`config.mk`:
```
export PLATFORM = sky130hd
export DESIGN_NAME = bin2bcd_seq
export DESIGN_NICKNAME = d
export VERILOG_FILES = /design/src/rtl/bcd_pkg.sv /design/src/rtl/bin2bcd_seq_add3.sv /design/src/rtl/bin2bcd_seq.sv
export SDC_FILE = /design/constraint.sdc
export NUM_CORES = 1
export LEC_CHECK = 0
export ABC_AREA = 1
export BUFFER_PORTS_ARGS = -buffer_cell sky130_fd_sc_hd__buf_2
export CAP_MARGIN = 20
export CORE_ASPECT_RATIO = 0.6
export CORE_MARGIN = 1.5
export CORE_UTILIZATION = 50
export DETAILED_ROUTE_END_ITERATION = 8
export GPL_TIMING_DRIVEN = 0
export PLACE_DENSITY = 0.73
export SLEW_MARGIN = 20
export SYNTH_ARGS = -nofsm -noshare
export SYNTH_HDL_FRONTEND = slang
export SYNTH_HIERARCHICAL = 1
export SYNTH_SLANG_ARGS = --single-unit
export TNS_END_PERCENT = 50
```
`constraint.sdc`:
```
create_clock -name clk -period 1.3 [get_ports clk]
set_clock_uncertainty 0.15 [all_clocks]
set_input_delay 0.13 -clock clk [delete_from_list [all_inputs] [get_ports clk]]
set_output_delay 0.13 -clock clk [all_outputs]
set_load 0.01 [all_outputs]
```
`src/rtl/bcd_pkg.sv`:
```
// Shared definitions for the binary-to-BCD converter.
//   BCD_DIGIT_W  - width of one packed BCD digit
//   ADD3_THRESH  - digits at or above this value get corrected before a shift
//   ADD3_OFFSET  - correction added to such digits
//   bcd_state_e  - converter FSM encoding
package bcd_pkg;

    localparam int          BCD_DIGIT_W = 4;
    localparam logic [3:0]  ADD3_THRESH = 4'd5;
    localparam logic [3:0]  ADD3_OFFSET = 4'd3;

    typedef enum logic {
        IDLE  = 1'b0,
        SHIFT = 1'b1
    } bcd_state_e;

endpackage

```
`src/rtl/bin2bcd_seq_add3.sv`:
```
// Double-dabble digit-correction cell: a digit of 5..15 gets +3 (mod 16)
// so that the following left shift carries correctly into the next digit.
// Ports:
//   digit_i - scratch digit before correction
//   digit_o - corrected digit
module bin2bcd_seq_add3
    import bcd_pkg::*;
(
    input  logic [BCD_DIGIT_W-1:0] digit_i,
    output logic [BCD_DIGIT_W-1:0] digit_o
);

    always_comb begin
        digit_o = digit_i;
        if (digit_i >= ADD3_THRESH) begin
            digit_o = digit_i + ADD3_OFFSET;
        end
    end

endmodule

```
`src/rtl/bin2bcd_seq.sv`:
```
// Sequential binary-to-BCD converter (shift-and-add-3), one input bit per
// clock. A conversion accepted on edge T0 presents its result with a one-cycle
// done pulse in the cycle after edge T0+BIN_W. bcd/overflow hold between
// conversions and never show intermediate values.
// Valid/ready contract: start is taken on any rising edge where busy=0; bin is
// sampled on that same edge; start while busy=1 is dropped, nothing queues.
// Ports:
//   clk, rst_n - clock, asynchronous active-low reset
//   start, bin - conversion request and operand
//   busy       - conversion in progress (also the FSM state: 1 = SHIFT)
//   done       - one-cycle result strobe
//   bcd        - packed result, digit 0 in bits [3:0]
//   overflow   - operand did not fit in DIGITS decimal digits
module bin2bcd_seq
    import bcd_pkg::*;
#(
    parameter int BIN_W  = 8,
    parameter int DIGITS = 3
) (
    input  logic                          clk,
    input  logic                          rst_n,
    input  logic                          start,
    input  logic [BIN_W-1:0]              bin,
    output logic                          busy,
    output logic                          done,
    output logic [BCD_DIGIT_W*DIGITS-1:0] bcd,
    output logic                          overflow
);

    localparam int SCR_W = BCD_DIGIT_W * DIGITS;
    localparam int CNT_W = $clog2(BIN_W) + 1;
    localparam logic [CNT_W-1:0] CNT_LAST = CNT_W'(BIN_W - 1);

    bcd_state_e         state_q, state_d;
    logic [BIN_W-1:0]   shift_q, shift_d;
    logic [SCR_W-1:0]   scratch_q, scratch_d;
    logic               ovf_acc_q, ovf_acc_d;
    logic [CNT_W-1:0]   cnt_q, cnt_d;
    logic [SCR_W-1:0]   bcd_q, bcd_d;
    logic               overflow_q, overflow_d;
    logic               done_q, done_d;

    logic [SCR_W-1:0]   scratch_corr;
    logic [SCR_W-1:0]   scratch_shift;
    logic               ovf_next;

    for (genvar g = 0; g < DIGITS; g++) begin : g_add3
        bin2bcd_seq_add3 u_add3 (
            .digit_i (scratch_q[g*BCD_DIGIT_W +: BCD_DIGIT_W]),
            .digit_o (scratch_corr[g*BCD_DIGIT_W +: BCD_DIGIT_W])
        );
    end

    // The bit leaving the top digit is a decimal carry beyond DIGITS digits.
    assign scratch_shift = {scratch_corr[SCR_W-2:0], shift_q[BIN_W-1]};
    assign ovf_next      = ovf_acc_q | scratch_corr[SCR_W-1];

    always_comb begin
        state_d    = state_q;
        shift_d    = shift_q;
        scratch_d  = scratch_q;
        ovf_acc_d  = ovf_acc_q;
        cnt_d      = cnt_q;
        bcd_d      = bcd_q;
        overflow_d = overflow_q;
        done_d     = 1'b0;
        case (state_q)
            IDLE: begin
                if (start) begin
                    shift_d   = bin;
                    scratch_d = '0;
                    ovf_acc_d = 1'b0;
                    cnt_d     = '0;
                    state_d   = SHIFT;
                end
            end
            SHIFT: begin
                scratch_d = scratch_shift;
                shift_d   = shift_q << 1;
                ovf_acc_d = ovf_next;
                cnt_d     = cnt_q + 1'b1;
                if (cnt_q == CNT_LAST) begin
                    bcd_d      = scratch_shift;
                    overflow_d = ovf_next;
                    done_d     = 1'b1;
                    state_d    = IDLE;
                end
            end
            default: state_d = IDLE;
        endcase
    end

    always_ff @(posedge clk or negedge rst_n) begin
        if (!rst_n) begin
            state_q    <= IDLE;
            shift_q    <= '0;
            scratch_q  <= '0;
            ovf_acc_q  <= 1'b0;
            cnt_q      <= '0;
            bcd_q      <= '0;
            overflow_q <= 1'b0;
            done_q     <= 1'b0;
        end else begin
            state_q    <= state_d;
            shift_q    <= shift_d;
            scratch_q  <= scratch_d;
            ovf_acc_q  <= ovf_acc_d;
            cnt_q      <= cnt_d;
            bcd_q      <= bcd_d;
            overflow_q <= overflow_d;
            done_q     <= done_d;
        end
    end

    assign busy     = (state_q == SHIFT);
    assign done     = done_q;
    assign bcd      = bcd_q;
    assign overflow = overflow_q;

endmodule
```
Word-level counts from Yosys, hierarchy flattened

Cells that the tools add are included.

$add $sub $neg: 4
Magnitude comparators: 3
Eq/ne operators: 2
Mux-type cells: 16
Bitwise logic cells: 2
Reductions and logical operators: 1

Operators with widths:

| kind                                                | number |
|---|---|
| one-hot mux 12 bit (2 select lines)                 | 1 |
| 2-to-1 mux 4 bit                                    | 4 |
| one-hot mux 8 bit (2 select lines)                  | 1 |
| adder 4 x 2 -> 4 bit, second input constant         | 3 |
| >= comparator 4 x 3 -> 1 bit, second input constant | 3 |
| 2-to-1 mux 12 bit                                   | 1 |
| 2-to-1 mux 8 bit                                    | 1 |
| one-hot mux 4 bit (2 select lines)                  | 1 |
| 2-to-1 mux 1 bit                                    | 5 |
| adder 4 x 1 -> 4 bit, second input constant         | 1 |
| equality test 4 x 3 -> 1 bit, second input constant | 1 |
| one-hot mux 1 bit (2 select lines)                  | 2 |
| inequality test 2 bit, second input constant        | 1 |
| AND reduction 2 bit                                 | 1 |
| NOT 1 bit                                           | 1 |
| OR 1 bit                                            | 1 |

Register bits: 40
Output and inout port bits: 15
Word-level logic and storage cells: 36

Longest topological paths before layout

Gate-level depths: netlist of run 1.

Word-level depth: 4
Depth in mapped cells: 10
Mapped depth without buffers: 10

Hierarchy

The synthesis of run 1 kept the hierarchy.

Modules (own cells, without submodules):

| module           | instances | cells each | area an instance (um^2) |
|---|---|---|---|
| bin2bcd_seq      | 1         | 188        | 1645.3 |
| bin2bcd_seq_add3 | 3         | 23         | 135.1 |

Worst setup path after synthesis of run 1

OpenSTA, ideal clock, no wires.

Path type: reg-to-reg
From: register scratch_q[8]
To: register overflow_q (netlist: overflow)
Arrival time: 1190 ps
Setup slack: -105 ps
Cell stages (with the launch flop): 10
Buffers on the path: 0
Clock period less this slack: 1405 ps
Cell sequence: dfrtp_1 -> inv_1 -> ha_1 -> nor2_4 -> nor2_4 -> a21oi_2 -> inv_1 -> nand2_1 -> nand3_1 -> nand2_1

Longest elaborated chain between the ends: 3
Elaborated cells between the ends (all ways): 4
Classes of those cells: add/sub: 1; order compare: 1; mux: 1; bitwise: 1

RTL lines:

| what                                                                 | RTL line                                       | source |
|---|---|---|
| start: declaration                                                   | bin2bcd_seq.sv:36                              | `logic [SCR_W-1:0] scratch_q, scratch_d;` |
| start signal: assignment                                             | bin2bcd_seq.sv:106                             | `scratch_q <= scratch_d;` |
| adder 4 x 2 -> 4 bit or >= comparator 4 x 3 -> 1 bit (tied branches) | bin2bcd_seq_add3.sv:16, bin2bcd_seq_add3.sv:15 |  |
| 2-to-1 mux 4 bit *                                                   | bin2bcd_seq_add3.sv:15                         | `if (digit_i >= ADD3_THRESH) begin` |
| net scratch_corr[11]                                                 | bin2bcd_seq.sv:43                              | `logic [SCR_W-1:0] scratch_corr;` |
| OR 1 bit *                                                           | bin2bcd_seq.sv:56                              | `assign ovf_next = ovf_acc_q \| scratch_corr[SCR_W-1];` |
| end signal: assignment                                               | bin2bcd_seq.sv:110                             | `overflow_q <= overflow_d;` |
| end: declaration                                                     | bin2bcd_seq.sv:40                              | `logic overflow_q, overflow_d;` |

Mark *: on every way through the listed nets, which the timed path passes. The rest lies on a longest branch.
A chain may end at the register's enable or synchronous reset.

Final worst setup path of run 1

Same ends and word-level chain as after synthesis.

==> results.tsv, run 1 <==
metric	value	unit
most common cell after layout, fill and taps aside	nand2_1	
Synth Cell Area	0.00205	mm2
all-layer global routing usage	23.5	%
Clk pin slew, worst setup/hold paths	0.08	ns
# rows	17	
post-synthesis sequential area ratio	48.8	%
Vias/cell	5.15	
vias in the first global route	1663	
CP arrival	1.51	ns
crit-path max FO	4	
Avg WL per Cell	13.5	um
outcome	finished, violations left	
WP data required	1.34	ns
first-pass GRT wire length	7950	um
fin crit share	113	%
Final Power	6840	uW
DP Worst Slack	-0.202	ns
Max-Cap Viols	0	
total CTS buffers	5	
synth top area cells	dfrtp_1 49%, nand2_1 22%, nand3_1 5.9%	
initial antenna violation count	0	
Psw	3060	uW
Clock Path Buffers	2	
Die Area	0.00451	mm2
# diodes	0	
worst ir drop on vdd	1.46	mV
fmax	0.681	GHz
via count	1839	
htree depth	2	
power share of the combinational group	54.7	%
hold_buf cts	8	
final setup fails	23	
HPWL Detailed	3130	um
Synth Instances	257	
synth unique cells	20	
CTS tree	done	
clock sinks	40	
Net Count, Synth	275	
reg2reg path depth	9	
worst setup margin	-0.168	ns
1st-iter DRT viols	156	
Final #Nets	327	
most frequent cells in the layout	110 x nand2_1, 37 x dfrtp_1, 27 x buf_2, 23 x nand3_1, 13 x inv_2	
biggest area consumer among synthesized cells	dfrtp_1	
final WL	4830	um
Setup Total Neg Slack	-2.47	ns
Crit Path Category	register to register	
input/output buffers	25	
worst reg-to-reg setup slack	-0.17	ns
largest net degree at the start of global routing	41	
Critical Path Sink Type	register	
root buffer cell	clkbuf_8	
register bit total from synthesis	40	
switch share	44.7	%
share of cells above drive strength 1	34.5	%
final core utilization	69.7	%
drt first pass iters	4	
Placeable Area	0.00381	mm2
initial core utilization	53.9	%
Vert. Die Dim	52.6	um
RSZ-0062 raised after global routing	yes	
io pins	26	
remaining global-route overflow	0	
Internal	3780	uW
violated checks	negative hold slack, negative setup slack	
Least-Margin Pin Slew	0.879	ns
RD Place Congestion	0.828	
clk_lat worst skew	0.29	ns
# DRC	0	
synthesized area per cell	7.98	um2
Fin Hold WS	-0.201	ns
power per cell area	2580	mW/mm2
slew margin rel.	41.4	%
Synth Warn #	6	
Leakage	0.00137	uW
power share of the clock group	12.3	%
final count of hold timing violations	40	
Sequential Power Share	32.9	%
P&R area growth vs syn	29.4	%
top cell type's share of synthesized area	48.8	%
HP Class	input port to asynchronous set/reset pin	
Pins Over Slew Limit	0	
chip width	85.7	um
CP Launch Type	register	
number of fill cells	299	
Antenna Nets Post-Route	0	
min Tclk post-route	1.47	ns
[repair_timing]
item | in CTS | in global routing
endpoints found under the hold margin | 48 | 40
cloned | 0 | 1
setup buffers | 7 | 4
setup endpoints to repair | 27 | 33
gates resized for setup | 12 | 21
pin swaps | 23 | 24
[layout make-up]
class	instances	area (um2)	area share [%]
Timing Repair Buffer	45	299	11.3
Clock buffer	8	90.1	3.39
Tap cell	47	58.8	2.22
Sequential cell	40	1000	37.9
Multi-Input combinational cell	188	1050	39.7
Buffer	8	67.6	2.55
Inverter	21	78.8	2.97
[power by group through the flow]
stage | combinational, uW | sequential (uW) | clock (uW)
finish | 3740 | 2250 | 843
global route | 4180 | 2330 | 913
CTS | 3420 | 2230 | 859
detailed placement | 3170 | 2260 | 0
global placement | 3080 | 2250 | 0
floorplan | 2340 | 2260 | 0
[cell usage after synthesis]
library cell,instances
buf_2,4
ha_1,7
buf_6,2
nor2_1,10
nand4_2,1
nand3_1,24
dfrtp_1,40
inv_1,13
o21ai_2,3
clkinv_1,1
nand2_2,4
clkbuf_1,1
buf_4,1
a21oi_2,3
inv_2,7
a21oi_1,2
o21ai_0,6
nand2_1,119
o21ai_1,1
nor2_4,8
[state kept, by name, summed over array words and instances, names as in the netlist]
signal,flops
shift_q,8
busy,1
bcd,12
ovf_acc_q,1
cnt_q,4
scratch_q,12
done,1
overflow,1
[cell families (layout without fill, tap and decap cells)]
| family | Yosys count | after routing | synth area share, % |
|---|---|---|---|
| and+or+nand+nor | 166 | 166 | 35.7 |
| DFF | 40 | 40 | 48.8 |
| buffers and inverters | 29 | 82 | 6.47 |
| AOI/OAI and AO/OA | 15 | 15 | 4.76 |
| adders and majority gates | 7 | 7 | 4.27 |
[worst max-delay path: stages, from the launching register on]
cell and delay (ns):
dfrtp_2 0.45, ha_4 0.17, nand2_2 0.06, nand2_2 0.07
nor2_4 0.17, a21oi_2 0.05, inv_1 0.05, nand2_1 0.06
nand3_1 0.08, nand2_1 0.05
[routing by layer]
metal	wire length, um	part of all wire (%)	track usage [%]
met5	0	0	0
met4	0	0	6.45
met3	264	5.5	7.72
met2	2120	44	33.5
met1	2450	51	34.0
[path summary, 6_finish.rpt]
path | to | startpoint
max in group asynchronous | scratch_q[0] | rst_n
setup / recovery | overflow | scratch_q[8]
hold / removal | cnt_q[1] | rst_n
min in group clk | cnt_q[3] | start
setup reg to reg | overflow | scratch_q[8]
hold reg to reg | bcd[8] | bcd[8]
[stage by stage]
stage | hold slack [ns] | instance area, um2 | std cells
3_5_place_dp | 0.145 | 2300 | 329
4_1_cts | -0.183 | 2550 | 352
6_report | -0.201 | 2650 | 357
2_1_floorplan | -0.316 | 2120 | 257
3_3_place_gp | 0.147 | 2300 | 329
5_1_grt | -0.128 | 2650 | 357
Power figures use the tool's default switching activity.
==> run 2, diff against run 1 <==
--- a/config.mk
+++ b/config.mk
@@ -12,7 +12,7 @@
 export CORE_MARGIN = 1.5
 export CORE_UTILIZATION = 50
 export DETAILED_ROUTE_END_ITERATION = 8
-export GPL_TIMING_DRIVEN = 0
+export GPL_TIMING_DRIVEN = 1
 export PLACE_DENSITY = 0.73
 export SLEW_MARGIN = 20
 export SYNTH_ARGS = -nofsm -noshare
==> results.tsv, run 2 (synthesized netlist as in run 1, its figures left out) <==
metric	value	unit	change
outcome	finished, violations left		
violated checks	negative setup slack		
initial core utilization	53.9	%	unchanged
RSZ-0062 raised after global routing	yes		
WP data required	1.39	ns	+0.05 ns
Max-Cap Viols	0		unchanged
Critical Path Sink Type	register		
Vert. Die Dim	52.6	um	unchanged
vias in the first global route	1707		+2.6%
io pins	26		unchanged
chip width	85.7	um	unchanged
CP peak stage delay	0.43	ns	-0.02 ns
HP Class	input port to register		
total CTS buffers	5		unchanged
Die Area	0.00451	mm2	unchanged
M2 GR Usage	37.0	%	+3.5 points
# rows	17		unchanged
Antenna Nets Post-Route	0		unchanged
Vias/cell	5.03		-2.4%
via count	1856		+0.92%
1st-iter DRT viols	149		-4.5%
clock sinks	40		unchanged
HPWL Detailed	3380	um	+8.0%
most frequent cells in the layout	109 x nand2_1, 37 x dfrtp_1, 27 x buf_4, 24 x buf_2, 23 x nand3_1		
power share of the clock group	14.1	%	+1.8 points
critical path launch point	scratch_q[4]		
final WL	5110	um	+5.8%
initial antenna violation count	0		unchanged
P&R area growth vs syn	35.3	%	
Cell Chain, Critical Path	inv_2 > ha_4 > nor2_4 > nor2_4 > a21oi_2 > nand3_1 > nand2_1		
Psw	3110	uW	+1.6%
Internal	4060	uW	+7.4%
root buffer cell	clkbuf_8		
# diodes	0		unchanged
GRT met3 Usage	5.67	%	-2.0 points
Clock Path Buffers	2		unchanged
gr busiest metal	met2		
CP Launch Type	register		
remaining global-route overflow	0		unchanged
most common cell after layout, fill and taps aside	nand2_1		
CTS tree	done		
final setup fails	24		+4.3%
number of fill cells	282		-5.7%
drt first pass iters	4		unchanged
# DRC	0		unchanged
RD Place Congestion	0.879		+6.1%
min Tclk post-route	1.45	ns	-0.0221 ns
Final Power	7170	uW	+4.8%
Placeable Area	0.00381	mm2	unchanged
Pins Over Slew Limit	0		unchanged
clk_lat worst skew	0.30	ns	about the same
Clk pin slew, worst setup/hold paths	0.08	ns	about the same
multi-input logic area	0.00104	mm2	-1.7%
largest net degree at the start of global routing	25		-39%
Crit Path Category	register to register		
worst ir drop on vdd	1.65	mV	+13%
fmax	0.692	GHz	+1.5%
switch share	43.4	%	-1.4 points
input/output buffers	25		unchanged
htree depth	2		unchanged
Crit-path slowest cell	dfrtp_2		
power per cell area	2580	mW/mm2	+0.26%
first-pass GRT wire length	8110	um	+2.0%
Sequential Power Share	31.6	%	-1.3 points
all-layer global routing usage	24.8	%	+1.3 points
HP Start	start		
met1 Use GR	35.2	%	+1.1 points
power share of the combinational group	54.3	%	-0.4 points
Final #Nets	339		+3.7%
slew margin rel.	76.5	%	+35 points
CP arrival	1.54	ns	+0.03 ns
Setup Total Neg Slack	-1.82	ns	+0.646 ns
final count of hold timing violations	0		-100%
Leakage	0.00146	uW	+6.2%
share of cells above drive strength 1	36.3	%	+1.8 points
worst r2r src	scratch_q[4]		
worst setup margin	-0.146	ns	+0.0221 ns
crit-path max FO	4		unchanged
Avg WL per Cell	13.9	um	+2.4%
Least-Margin Pin Slew	0.352	ns	-0.526 ns
fin crit share	111	%	-1.7 points
most numerous cell on the critical path	nor2_4		
flip-flop and latch area	0.00100	mm2	unchanged
-- run 2: cell count changes in the layout (fill, tap and decap cells not counted), sizes merged --
cell         delta
buf            +12
clkbuf          -3
bufinv          +1
clkinv          +1
dlygate4sd3     +1
-- run 2: worst paths after layout --
check                               endpoint  slack [ns]  cells after the start
min in group asynchronous            bcd[11]        0.12                      2
max in group asynchronous       scratch_q[6]        0.41                      3
worst min-delay path                cnt_q[3]        0.04                      4
worst max register to register        bcd[8]       -0.15                      7
worst max-delay path                  bcd[8]       -0.15                      7
worst min register to register        bcd[7]        0.32                      2
-- run 2: final cells by class --
cell class	instances	area share, %
clock buffers	6	2.62
clock inverters	2	1.26
inverters	21	2.84
multi-input cells	188	37.4
flip-flops and latches	40	36.2
well taps	47	2.12
repair buffers	65	17.5
-- run 2: power groups by stage --
| stage | clock, uW | combinational [uW] | sequential [uW] |
|---|---|---|---|
| 2_1_floorplan | 0 | 2340 | 2260 |
| 5_1_grt | 1070 | 4300 | 2330 |
| 6_report | 1010 | 3890 | 2260 |
| 3_5_place_dp | 0 | 3580 | 2230 |
| 4_1_cts | 1020 | 3670 | 2220 |
| 3_3_place_gp | 0 | 3500 | 2230 |
-- run 2: per-layer routing --
layer	up-vias	share of wire, %
li1	927	-
met1	862	48
met2	57	44
met3	10	5.4
met4	0	1.8
met5	-	0
-- run 2: worst max-delay path, delay by kind of cell, from the launching register on --
family                   cells  cell delay [ns]
AO/OA/AOI/OAI                1             0.17
adder cells (fa/ha/maj)      1             0.17
flip-flops                   1             0.43
buffers and inverters        1             0.07
AND/OR/NAND/NOR              4             0.40
-- run 2: timing repair --
| item | in CTS | in global routing |
|---|---|---|
| hold buffers | 9 | 0 |
| setup buffers | 3 | 2 |
| endpoints found under the setup margin | 26 | 38 |
| pin swaps | 20 | 17 |
| resized for setup | 3 | 21 |
| endpoints found under the hold margin | 48 | 0 |
-- run 2: stage by stage --
stage               setup WS (ns)  util [%]  hold WS [ns]  instances  instance area [um2]
finish                     -0.146      72.9        0.0386        369                 2770
global route               -0.188      72.9        0.0556        369                 2770
CTS                        -0.118      70.8        0.0254        367                 2700
detailed placement         -0.143      64.9       -0.0971        347                 2470
global placement           -0.130      64.9       -0.0969        347                 2470
floorplan                 -0.0419         -        -0.316        257                 2120
==> run 3, diff against run 2 <==
--- a/config.mk
+++ b/config.mk
@@ -13,6 +13,7 @@
 export CORE_UTILIZATION = 50
 export DETAILED_ROUTE_END_ITERATION = 8
 export GPL_TIMING_DRIVEN = 1
+export MAX_ROUTING_LAYER = met4
 export PLACE_DENSITY = 0.73
 export SLEW_MARGIN = 20
 export SYNTH_ARGS = -nofsm -noshare
==> results.tsv, run 3 (synthesized netlist as in run 1, its figures left out) <==
metric	value	unit	change
critical path's top delay family	flip-flops		
met1 Use GR	35.2	%	unchanged
Crit-path slowest cell	dfrtp_2		
root buffer cell	clkbuf_8		
htree depth	2		unchanged
Vias/cell	5.03		unchanged
clk_lat worst skew	0.30	ns	about the same
worst ir drop on vdd	1.67	mV	+0.85%
Cell Chain, Critical Path	inv_2 > ha_4 > nor2_4 > nor2_4 > a21oi_2 > nand3_1 > nand2_1		
CP peak stage delay	0.44	ns	about the same
WP data required	1.39	ns	about the same
chip width	85.7	um	unchanged
power share of the combinational group	54.3	%	about the same
# diodes	0		unchanged
fmax	0.699	GHz	+1.1%
power per cell area	2590	mW/mm2	+0.22%
Psw	3120	uW	+0.48%
Setup Total Neg Slack	-1.88	ns	-0.0611 ns
worst setup margin	-0.130	ns	+0.0156 ns
Pins Over Slew Limit	0		unchanged
initial core utilization	53.9	%	unchanged
total CTS buffers	5		unchanged
HPWL Detailed	3380	um	unchanged
min Tclk post-route	1.43	ns	-0.0156 ns
# rows	17		unchanged
WP depth	7		unchanged
Avg WL per Cell	13.9	um	+0.68%
gr busiest metal	met2		
clock sinks	40		unchanged
via count	1856		unchanged
DP Worst Slack	-0.143	ns	unchanged
P&R area growth vs syn	35.3	%	unchanged
RSZ-0062 raised after global routing	yes		
Clk pin slew, worst setup/hold paths	0.08	ns	about the same
first-pass GRT wire length	8110	um	unchanged
reg2reg path depth	7		unchanged
Max-Cap Viols	0		unchanged
Internal	4060	uW	about the same
Critical Path Sink Type	register		
Final #Nets	339		unchanged
largest net degree at the start of global routing	25		unchanged
vias in the first global route	1706		-0.059%
initial antenna violation count	0		unchanged
M2 GR Usage	37.0	%	unchanged
slew margin rel.	76.6	%	about the same
Least-Margin Pin Slew	0.351	ns	-0.000911 ns
Antenna Nets Post-Route	0		unchanged
input/output buffers	25		unchanged
Leakage	0.00146	uW	unchanged
Crit Path Category	register to register		
1st-iter DRT viols	118		-21%
fin cells	369		unchanged
Placed Cells incl. Taps	347		unchanged
io pins	26		unchanged
most numerous cell on the critical path	nor2_4		
CTS tree	done		
number of fill cells	282		unchanged
Sequential Power Share	31.5	%	about the same
Placeable Area	0.00381	mm2	unchanged
# DRC	0		unchanged
GRT met3 Usage	5.67	%	unchanged
most common cell after layout, fill and taps aside	nand2_1		
switch share	43.5	%	+0.11 points
violated checks	negative setup slack		
final WL	5150	um	+0.68%
CP arrival	1.52	ns	-0.02 ns
Vert. Die Dim	52.6	um	unchanged
Die Area	0.00451	mm2	unchanged
power share of the clock group	14.2	%	about the same
CP bufs+invs	1		unchanged
all-layer global routing usage	25.4	%	+0.69 points
most frequent cells in the layout	109 x nand2_1, 37 x dfrtp_1, 27 x buf_4, 24 x buf_2, 23 x nand3_1		
remaining global-route overflow	0		unchanged
CP Launch Type	register		
crit-path max FO	4		unchanged
RD Place Congestion	0.893		+1.7%
outcome	finished, violations left		
final count of hold timing violations	0		unchanged
fin crit share	110	%	-1.2 points
Worst Hold Depth	4		unchanged
Clock Path Buffers	2		unchanged
share of cells above drive strength 1	36.3	%	unchanged
HP Class	input port to register		
drt first pass iters	4		unchanged
final setup fails	24		unchanged
## run 3: cell counts in the layout (fill, tap and decap cells not counted)
No cell type changed its count.
## run 3: cell type report
cell class                      instances  area [um2]  share of cell area, %
Clock buffer                            6        72.6                   2.62
Inverter                               21        78.8                   2.84
Sequential cell                        40        1000                   36.2
Multi-Input combinational cell        188        1040                   37.4
Timing Repair Buffer                   65         487                   17.5
Tap cell                               47        58.8                   2.12
Clock inverter                          2        35.0                   1.26
## run 3: worst paths after layout
| check | from | endpoint | slack (ns) |
|---|---|---|---|
| worst min register to register | bcd[7] | bcd[7] | 0.32 |
| worst max-delay path | scratch_q[4] | bcd[8] | -0.13 |
| worst min-delay path | start | cnt_q[3] | 0.04 |
| min in group asynchronous | rst_n | done | 0.11 |
| max in group asynchronous | rst_n | scratch_q[5] | 0.42 |
| worst max register to register | scratch_q[4] | bcd[8] | -0.13 |
## run 3: worst min-delay path, delay by kind of cell
family	cells	cell delay (ns)
buf+inv	1	0.13
simple gates	2	0.10
compound gates	1	0.08
## run 3: stage by stage
step                util, %  power (uW)  hold slack, ns  instance area (um2)
global route           72.9        7700          0.0556                 2770
detailed placement     64.9        5800         -0.0971                 2470
finish                 72.9        7180          0.0369                 2770
global placement       64.9        5720         -0.0969                 2470
CTS                    70.8        6910          0.0254                 2700
floorplan                 -        4600          -0.316                 2120
## run 3: timing repair
action / CTS / global route
pin swaps: 20 / 17
setup buffers: 3 / 2
setup endpoints to repair: 26 / 38
gates resized for setup: 3 / 21
cloned: 0 / 0
endpoints found under the hold margin: 48 / 0
hold buffers: 9 / 0
## run 3: power groups by stage
stage | Combinational [uW] | Clock [uW] | Sequential, uW
global route | 4300 | 1070 | 2330
CTS | 3670 | 1020 | 2220
detailed placement | 3580 | 0 | 2230
floorplan | 2340 | 0 | 2260
global placement | 3500 | 0 | 2230
finish | 3900 | 1020 | 2260
## run 3: routing by layer
| metal | vias up | share of wire [%] |
|---|---|---|
| met1 | 871 | 49 |
| met2 | 54 | 44 |
| met4 | 0 | 1.5 |
| met5 | - | 0 |
| li1 | 923 | - |
| met3 | 8 | 4.5 |
